[config.mk]
export PLATFORM = sky130hd
export DESIGN_NAME = sr04_ranging_ctrl
export DESIGN_NICKNAME = d
export VERILOG_FILES = /design/src/rtl/sr04_pkg.sv /design/src/rtl/echo_sync.sv /design/src/rtl/sr04_ranging_ctrl.sv
export SDC_FILE = /design/constraint.sdc
export NUM_CORES = 1
export LEC_CHECK = 0
export CORE_MARGIN = 1
export CORE_UTILIZATION = 25
export DETAILED_ROUTE_END_ITERATION = 8
export PLACE_DENSITY = 0.49
export SLEW_MARGIN = 0
export SYNTH_ARGS = -nofsm -noshare
export SYNTH_HDL_FRONTEND = slang
export SYNTH_SLANG_ARGS = --single-unit
[constraint.sdc]
create_clock -name clk_in -period 4.8 [get_ports clk_in]
set_clock_uncertainty 0.1 [all_clocks]
set_input_delay 0.96 -clock clk_in [delete_from_list [all_inputs] [get_ports clk_in]]
set_output_delay 0.96 -clock clk_in [all_outputs]
set_load 0.02 [all_outputs]
[src/rtl/sr04_pkg.sv]
// Shared types and defaults for the SR04 ranging controller.
package sr04_pkg;

    typedef enum logic [2:0] {
        S_IDLE      = 3'd0,
        S_TRIG      = 3'd1,
        S_WAIT_RISE = 3'd2,
        S_MEASURE   = 3'd3,
        S_HOLDOFF   = 3'd4
    } state_t;

    localparam int DEF_TRIG_CYCLES         = 1000;
    localparam int DEF_ECHO_TIMEOUT_CYCLES = 3_000_000;
    localparam int DEF_MAX_ECHO_CYCLES     = 2_500_000;
    localparam int DEF_PERIOD_CYCLES       = 6_000_000;
    localparam int DEF_CNT_W               = 23;

    // The period must hold a full trigger + worst-case wait + saturated echo, and fit the counters.
    function automatic bit timing_fits(input int trig_c, input int timeout_c, input int max_echo_c,
                                       input int period_c, input int cnt_w);
        longint lim;
        lim = longint'(1) << cnt_w;
        return (trig_c > 0) && (timeout_c > 0) && (max_echo_c > 0)
            && (longint'(period_c) > longint'(trig_c) + longint'(timeout_c) + longint'(max_echo_c) + 8)
            && (longint'(period_c) < lim);
    endfunction

endpackage

[src/rtl/echo_sync.sv]
// Two-flop synchronizer for the raw sensor echo plus registered-copy edge detect.
// Latency: echo_s two edges after the input; rise/fall decode echo_s against its one-cycle-old copy.
module echo_sync (
    input  logic clk_in,
    input  logic rst,
    input  logic echo_raw,
    output logic echo_s,
    output logic rise,
    output logic fall
);

    logic echo_meta;
    logic echo_d;

    always_ff @(posedge clk_in or posedge rst) begin
        if (rst) begin
            echo_meta <= 1'b0;
            echo_s    <= 1'b0;
            echo_d    <= 1'b0;
        end else begin
            echo_meta <= echo_raw;
            echo_s    <= echo_meta;
            echo_d    <= echo_s;
        end
    end

    assign rise = echo_s & ~echo_d;
    assign fall = ~echo_s & echo_d;

endmodule

[src/rtl/sr04_ranging_ctrl.sv]
// Periodic trigger/echo ranging controller; free-running while enabled, no backpressure on outputs.
// Latency: trig/busy one clock after the FSM leaves IDLE; echo_win 3 clocks after raw echo; strobes 1 clock after exit.
module sr04_ranging_ctrl
    import sr04_pkg::*;
#(
    parameter int TRIG_CYCLES         = DEF_TRIG_CYCLES,
    parameter int ECHO_TIMEOUT_CYCLES = DEF_ECHO_TIMEOUT_CYCLES,
    parameter int MAX_ECHO_CYCLES     = DEF_MAX_ECHO_CYCLES,
    parameter int PERIOD_CYCLES       = DEF_PERIOD_CYCLES,
    parameter int CNT_W               = DEF_CNT_W
) (
    input  logic             clk_in,
    input  logic             rst,
    input  logic             enable,
    input  logic             time_echo,
    output logic             trig,
    output logic             echo_win,
    output logic [CNT_W-1:0] echo_cycles,
    output logic             meas_valid,
    output logic             timeout,
    output logic             busy
);

    if (!timing_fits(TRIG_CYCLES, ECHO_TIMEOUT_CYCLES, MAX_ECHO_CYCLES, PERIOD_CYCLES, CNT_W)) begin : g_bad_timing
        $error("sr04_ranging_ctrl: PERIOD_CYCLES must exceed TRIG+ECHO_TIMEOUT+MAX_ECHO+8 and fit in CNT_W");
    end

    localparam logic [CNT_W-1:0] TRIG_LAST   = CNT_W'(TRIG_CYCLES);
    localparam logic [CNT_W-1:0] WAIT_LAST   = CNT_W'(ECHO_TIMEOUT_CYCLES - 1);
    localparam logic [CNT_W-1:0] ECHO_MAX    = CNT_W'(MAX_ECHO_CYCLES);
    localparam logic [CNT_W-1:0] PERIOD_LAST = CNT_W'(PERIOD_CYCLES - 1);
    localparam logic [CNT_W-1:0] CNT_ONE     = CNT_W'(1);
    localparam logic [CNT_W-1:0] CNT_SAT     = '1;

    state_t           state;
    state_t           state_nxt;
    logic [CNT_W-1:0] period_cnt;
    logic [CNT_W-1:0] phase_cnt;
    logic [CNT_W-1:0] width_cnt;
    logic             echo_s;
    logic             rise;
    logic             fall;
    logic             trig_nxt;
    logic             busy_nxt;
    logic             meas_vld_nxt;
    logic             timeout_nxt;

    echo_sync u_echo_sync (
        .clk_in   (clk_in),
        .rst      (rst),
        .echo_raw (time_echo),
        .echo_s   (echo_s),
        .rise     (rise),
        .fall     (fall)
    );

    always_ff @(posedge clk_in or posedge rst) begin
        if (rst) state <= S_IDLE;
        else     state <= state_nxt;
    end

    // TRIG spends its first cycle arming the registered trig, then TRIG_CYCLES with trig high.
    always_comb begin
        state_nxt = state;
        case (state)
            S_IDLE:      if (enable) state_nxt = S_TRIG;
            S_TRIG:      if (phase_cnt == TRIG_LAST) state_nxt = S_WAIT_RISE;
            S_WAIT_RISE: begin
                if (rise)                         state_nxt = S_MEASURE;
                else if (phase_cnt == WAIT_LAST)  state_nxt = S_HOLDOFF;
            end
            S_MEASURE:   if (fall || (width_cnt == ECHO_MAX)) state_nxt = S_HOLDOFF;
            S_HOLDOFF:   if (period_cnt >= PERIOD_LAST) state_nxt = enable ? S_TRIG : S_IDLE;
            default:     state_nxt = S_IDLE;
        endcase
    end

    // echo_win covers the fall-detect cycle too, so its high time equals the reported width.
    always_comb begin
        echo_win     = (state == S_MEASURE);
        trig_nxt     = (state == S_TRIG) && (state_nxt == S_TRIG);
        busy_nxt     = (state != S_IDLE);
        meas_vld_nxt = (state == S_MEASURE) && fall;
        timeout_nxt  = ((state == S_WAIT_RISE) && !rise && (phase_cnt == WAIT_LAST))
                    || ((state == S_MEASURE) && !fall && (width_cnt == ECHO_MAX));
    end

    always_ff @(posedge clk_in or posedge rst) begin
        if (rst) begin
            trig        <= 1'b0;
            busy        <= 1'b0;
            meas_valid  <= 1'b0;
            timeout     <= 1'b0;
            echo_cycles <= '0;
            period_cnt  <= '0;
            phase_cnt   <= '0;
            width_cnt   <= '0;
        end else begin
            trig       <= trig_nxt;
            busy       <= busy_nxt;
            meas_valid <= meas_vld_nxt;
            timeout    <= timeout_nxt;

            if ((state_nxt == S_TRIG) && (state != S_TRIG))
                period_cnt <= '0;
            else if ((state != S_IDLE) && (period_cnt != CNT_SAT))
                period_cnt <= period_cnt + CNT_ONE;

            if (state_nxt != state)
                phase_cnt <= '0;
            else if ((state == S_TRIG) || (state == S_WAIT_RISE))
                phase_cnt <= phase_cnt + CNT_ONE;

            if ((state == S_WAIT_RISE) && rise)
                width_cnt <= CNT_ONE;
            else if ((state == S_MEASURE) && echo_s && (width_cnt != ECHO_MAX))
                width_cnt <= width_cnt + CNT_ONE;

            if (state == S_MEASURE) begin
                if (fall)                        echo_cycles <= width_cnt;
                else if (width_cnt == ECHO_MAX)  echo_cycles <= ECHO_MAX;
            end
        end
    end

endmodule

==> After elaboration in Yosys (flattened, before gate mapping) <==
Cells that the tools add are included.
{ "classes": {"add_sub_neg": 3, "order_cmp": 1, "eq_ne": 12, "n_mux": 16, "n_bitwise": 4, "reduce_logical": 23} }
{ "ops": {"columns": ["cell", "count"], "rows": [
  ["$mux 23", 8],
  ["$add 23x1->23 const B", 3],
  ["$eq 23x22->1 const B", 2],
  ["$eq 23x10->1 const B", 1],
  ["$ge 23x23->1 const B", 1],
  ["$ne 23x22->1 const B", 1],
  ["$ne 23x23->1 const B", 1],
  ["$mux 3", 6],
  ["$pmux 3 s5", 1],
  ["$logic_and 1x1->1", 11],
  ["$reduce_bool 2->1", 4],
  ["$eq 3x1->1 const B", 2],
  ["$eq 3x2->1 const B", 2],
  ["$eq 3x3->1 const B", 1],
  ["$logic_not 3->1", 1],
  ["$logic_or 1x1->1", 3],
  ["$ne 3x1->1 const B", 1],
  ["$ne 3x3->1", 1],
  ["$reduce_bool 3->1", 1],
  ["$and 1x1->1", 2],
  ["$logic_not 1->1", 2],
  ["$not 1->1", 2],
  ["$reduce_and 2->1", 1],
  ["$mux 1", 1]
]} }
{ "totals": {"reg_bits": 102} }

==> Longest topological paths before layout <==
{ "depth": {"word_depth": 8, "depth_mapped": 10} }

==> Cells and area by module <==
Synthesis repeated with hierarchy kept, for this count alone.
{ "hier_totals": {"cells_unflattened": 494, "area_unflattened_um2": 4987.3} }
{ "modules_own_cells": {"columns": ["mod", "n_inst", "cells_each", "area_per_inst_um2", "seq_area_each_um2"], "rows": [
  ["sr04_ranging_ctrl", 1, 488, 4893.4, 2477.4],
  ["echo_sync", 1, 6, 93.8, 75.1]
]} }

==> Least setup slack after synthesis <==
OpenSTA, ideal clock, no wires.
{ "synth_timing": {"kind": "reg2reg", "startpoint": "register period_cnt[7]", "endpoint": "register phase_cnt[4]", "arrival_time_ps": 1895, "slack_ps": 2686, "stages_incl_launch_ff": 8, "path_buffers": 1, "synth_period_minus_slack_ps": 2114, "cell_sequence": "dfrtp_1 -> or3b_1 -> nor4b_2 -> o221a_2 -> a311oi_2 -> o2111ai_4 -> buf_6 -> nor2_2"} }
{ "synth_via": {"elab_chain_cells": 5, "word_cells_on_any_way": 6} }
{ "synth_lines": {"columns": ["item", "line_no", "rtl"], "rows": [
  ["start, declared", "sr04_ranging_ctrl.sv:37", "logic [CNT_W-1:0] period_cnt;"],
  ["start signal, assigned", "sr04_ranging_ctrl.sv:107", "period_cnt <= period_cnt + CNT_ONE;"],
  ["$ge 23x23->1 (*)", "sr04_ranging_ctrl.sv:73", "S_HOLDOFF: if (period_cnt >= PERIOD_LAST) state_nxt = enable ? S_TRIG : S_IDLE;"],
  ["$mux 3 (*)", "sr04_ranging_ctrl.sv:73", null],
  ["$pmux 3 s5 (*)", "sr04_ranging_ctrl.sv:65", "case (state)"],
  ["$ne 3x3->1 (*)", "sr04_ranging_ctrl.sv:109", "if (state_nxt != state)"],
  ["$mux 23 or $reduce_bool 2->1 (tied branches)", null, null],
  ["end signal, assigned", "sr04_ranging_ctrl.sv:112", "phase_cnt <= phase_cnt + CNT_ONE;"],
  ["end, declared", "sr04_ranging_ctrl.sv:38", "logic [CNT_W-1:0] phase_cnt;"]
]} }
Every way passes the cells marked *; elsewhere a longest branch is shown, timed or not.
A chain may end at the register's enable or synchronous reset.

==> Worst setup path after layout <==
{ "layout_timing": {"startpoint": "register state[0]", "endpoint": "output port echo_win"} }
{ "layout_via": {"elab_chain_cells": 1} }
{ "layout_lines": {"columns": ["item", "line_no", "rtl"], "rows": [
  ["start, declared", "sr04_ranging_ctrl.sv:35", "state_t state;"],
  ["start signal, assigned", "sr04_ranging_ctrl.sv:59", "else state <= state_nxt;"],
  ["$eq 3x2->1", "sr04_ranging_ctrl.sv:80", "echo_win = (state == S_MEASURE);"],
  ["end, declared", "sr04_ranging_ctrl.sv:17", "output logic echo_win,"]
]} }
No other way between the ends.

==> out/metrics.cfg <==
[finish]
antenna_cells = 0
stdcell_area_mm2 = 0.005993
finalNonFillerCells = 805
register_area_mm2 = 0.002552
multi_input_area_mm2 = 0.002417
nets = 540
drive_gt1_share_pct = 9.720
n_fill_cell = 2109
syn2layout_area_growth_pct = 16.57

[yosys]
synth-seq-cells = 102
yosysWarnings = 0
synth_edf_count = 0
synth_fp_nets = 518
avgSynthCellArea_um2 = 10.10
syn-cell-area_mm2 = 0.005141
synth_cell_types = 58
netlist_instances = 509
synth-main-ff-cell = dfrtp_1
async_flop_share_pct = 100.0
ys_seq_area_share_pct = 49.65

[global_route]
grt_pass1_wl_um = 19460
overflow = 0
grt_pass1_vias = 3736
grt_max_degree = 88
grtUsageTotal_pct = 11.57
antenna_found_initial = 0

[clock_network]
clkTransAtPathRegs_ns = 0.07
clk_latency_ns = 0.35
cts-resized-gates = 0
cts_buffers = 9
tritoncts = built
cts_max_path_buffers = 2
cts_setup_buffers = 0
cts.sinks = 102
root_buffer = clkbuf_16
hold_buffers = 0
htreeDepth = 3

[critical_path]
r2r_start = state[2]
critical_path_arrival_ns = 2.04
timing.reg2reg.worst_path_depth = 6
regToRegSetupSlack_ns = 1.79
cp-start-kind = flop
reg2reg_to = echo_cycles[11]
cp_max_fo = 12
cp.required_ns = 3.74
crit_path_end_kind = primary output
worstSetupPathType = flop to primary output

[drt]
post_drt_wl_per_cell_um = 14.29
drtIter0Drc = 249
drc = 0
via_per_inst = 4.646
vias = 3740
ant_nets = 0
dr.pass1.iters = 4
wl_um = 11500

[status]
outcome = finished clean

[sta]
period_share_pct = 64.55
drv_slew = 0
maxSlewHeadroom_pct = 23.82
setup_violations = 0
max_freq_mhz = 322.7
finalSetupTns_ns = 0
layout_min_cycle_time_ns = 3.098
rsz0062_at_grt = no
whs_ns = 0.2941
tightest_slew_ns = 1.142
fin_ws_ns = 1.702
finalHoldViolations = 0

[floorplanning]
chipHeight_um = 145.4
start_util_pct = 25.49
core_mm2 = 0.02017
ios = 32
die_area_mm2 = 0.02114
placementRows = 52
fp.dieW_um = 145.4

[power_and_ir_drop]
peakVddDrop_uv = 116.6
power.density_mw_per_mm2 = 275.6
leakagePower_nw = 2.336

[place]
place_congestion = 0.7681
io_buffers = 31
place_inst = 790
pre_cts_slack_ns = 1.669
placed_area_mm2 = 0.005688
dp_hpwl_um = 8097

[min_path]
min_path_cells = 0
hold_path_end = u_echo_sync.echo_s
hp-class = flop to flop
hp-start = u_echo_sync.echo_meta

[run]
max_cap_violations = 0

-- where the power goes --
group,internal (mW),switching (mW),leakage (nW),total [mW]
clock,0.454,0.315,0.146,0.769
sequential,0.860,0.00107,1.31,0.861
combinational,0.00341,0.0180,0.885,0.0214
-- flip-flops by register name, indices dropped and copies added, names as in the netlist --
| signal | cells |
|---|---|
| busy | 1 |
| echo_cycles | 23 |
| meas_valid | 1 |
| period_cnt | 23 |
| phase_cnt | 23 |
| state | 3 |
| timeout | 1 |
| trig | 1 |
| u_echo_sync.echo_d | 1 |
| u_echo_sync.echo_meta | 1 |
| u_echo_sync.echo_s | 1 |
| width_cnt | 23 |
-- worst max-delay path by stage --
| stage | from | end | slack [ns] | cells past startpoint |
|---|---|---|---|---|
| after floorplan | rst | busy | 1.06 | 1 |
| after global placement | enable | phase_cnt[5] | 1.77 | 6 |
| after detailed placement | enable | phase_cnt[6] | 1.67 | 6 |
| after CTS | state[0] | echo_win | 1.65 | 2 |
| after global routing | state[2] | echo_cycles[3] | 1.44 | 6 |
| final | state[0] | echo_win | 1.70 | 2 |
-- cell usage in the layout (no fill, tap or decap), drive strengths merged, types with 7 or more instances in the layout --
master,count
a21oi,17
a22o,11
and3,10
clkbuf,11
clkdlybuf4s50,31
dfrtp,102
inv,15
nand2,37
nand3,22
nand4,18
nor2,79
nor3,17
nor4,12
nor4b,9
o21ai,16
or3,7
xnor2,33
xor2,27
-- cells by family (layout without fill, tap and decap cells) --
group / after synthesis / count (layout) / synth area share (%)
compound gates: 63 / 63 / 8.907
flops: 102 / 102 / 49.65
fa+ha+maj: 5 / 5 / 1.217
simple gates: 241 / 241 / 26.33
mux: 1 / 1 / 0.1947
buf+inv: 37 / 63 / 3.334
xor+xnor: 60 / 60 / 10.37
-- cell usage after synthesis (7+ instances only) --
master,count,area (um^2)
dfrtp_1,102,2552
nor2_1,59,221.5
nand2_1,37,138.9
xnor2_1,32,280.3
xor2_1,27,236.5
nand3_1,22,110.1
nor2_2,20,125.1
nand4_1,17,106.4
nor3_1,17,85.08
a21oi_1,16,80.08
inv_1,15,56.30
o21ai_0,14,70.07
a22o_1,11,96.34
and3_1,10,62.56
buf_2,10,50.05
nor4_1,9,56.30
or3_1,7,43.79
-- worst max-delay path, cell delays in order (launching register included) --
cell and delay [ns]:
dfrtp_1 0.62, and3b_1 0.38, clkdlybuf4s50_1 0.69
-- stage by stage --
step | util (%) | power, mW
2_1_floorplan | - | 0.8910
3_3_place_gp | 28.20 | 0.9005
3_5_place_dp | 28.20 | 0.9014
4_1_cts | 29.71 | 1.676
5_1_grt | 29.71 | 1.712
6_report | 29.71 | 1.652
-- routing by layer --
metal	wire length, um	up-vias	GRT usage [%]
li1	-	1834	-
met1	5538	1846	15.60
met2	5528	47	18.58
met3	238	13	1.818
met4	197	0	4.632
met5	0	-	0
-- final cells by class --
type,count,area share [%]
Clock inverter,4,1.211
Multi-Input combinational cell,370,40.33
Clock buffer,11,3.883
Tap cell,270,5.637
Sequential cell,102,42.59
Timing Repair Buffer,32,5.303
Inverter,16,1.044
Power figures use the tool's default switching activity.
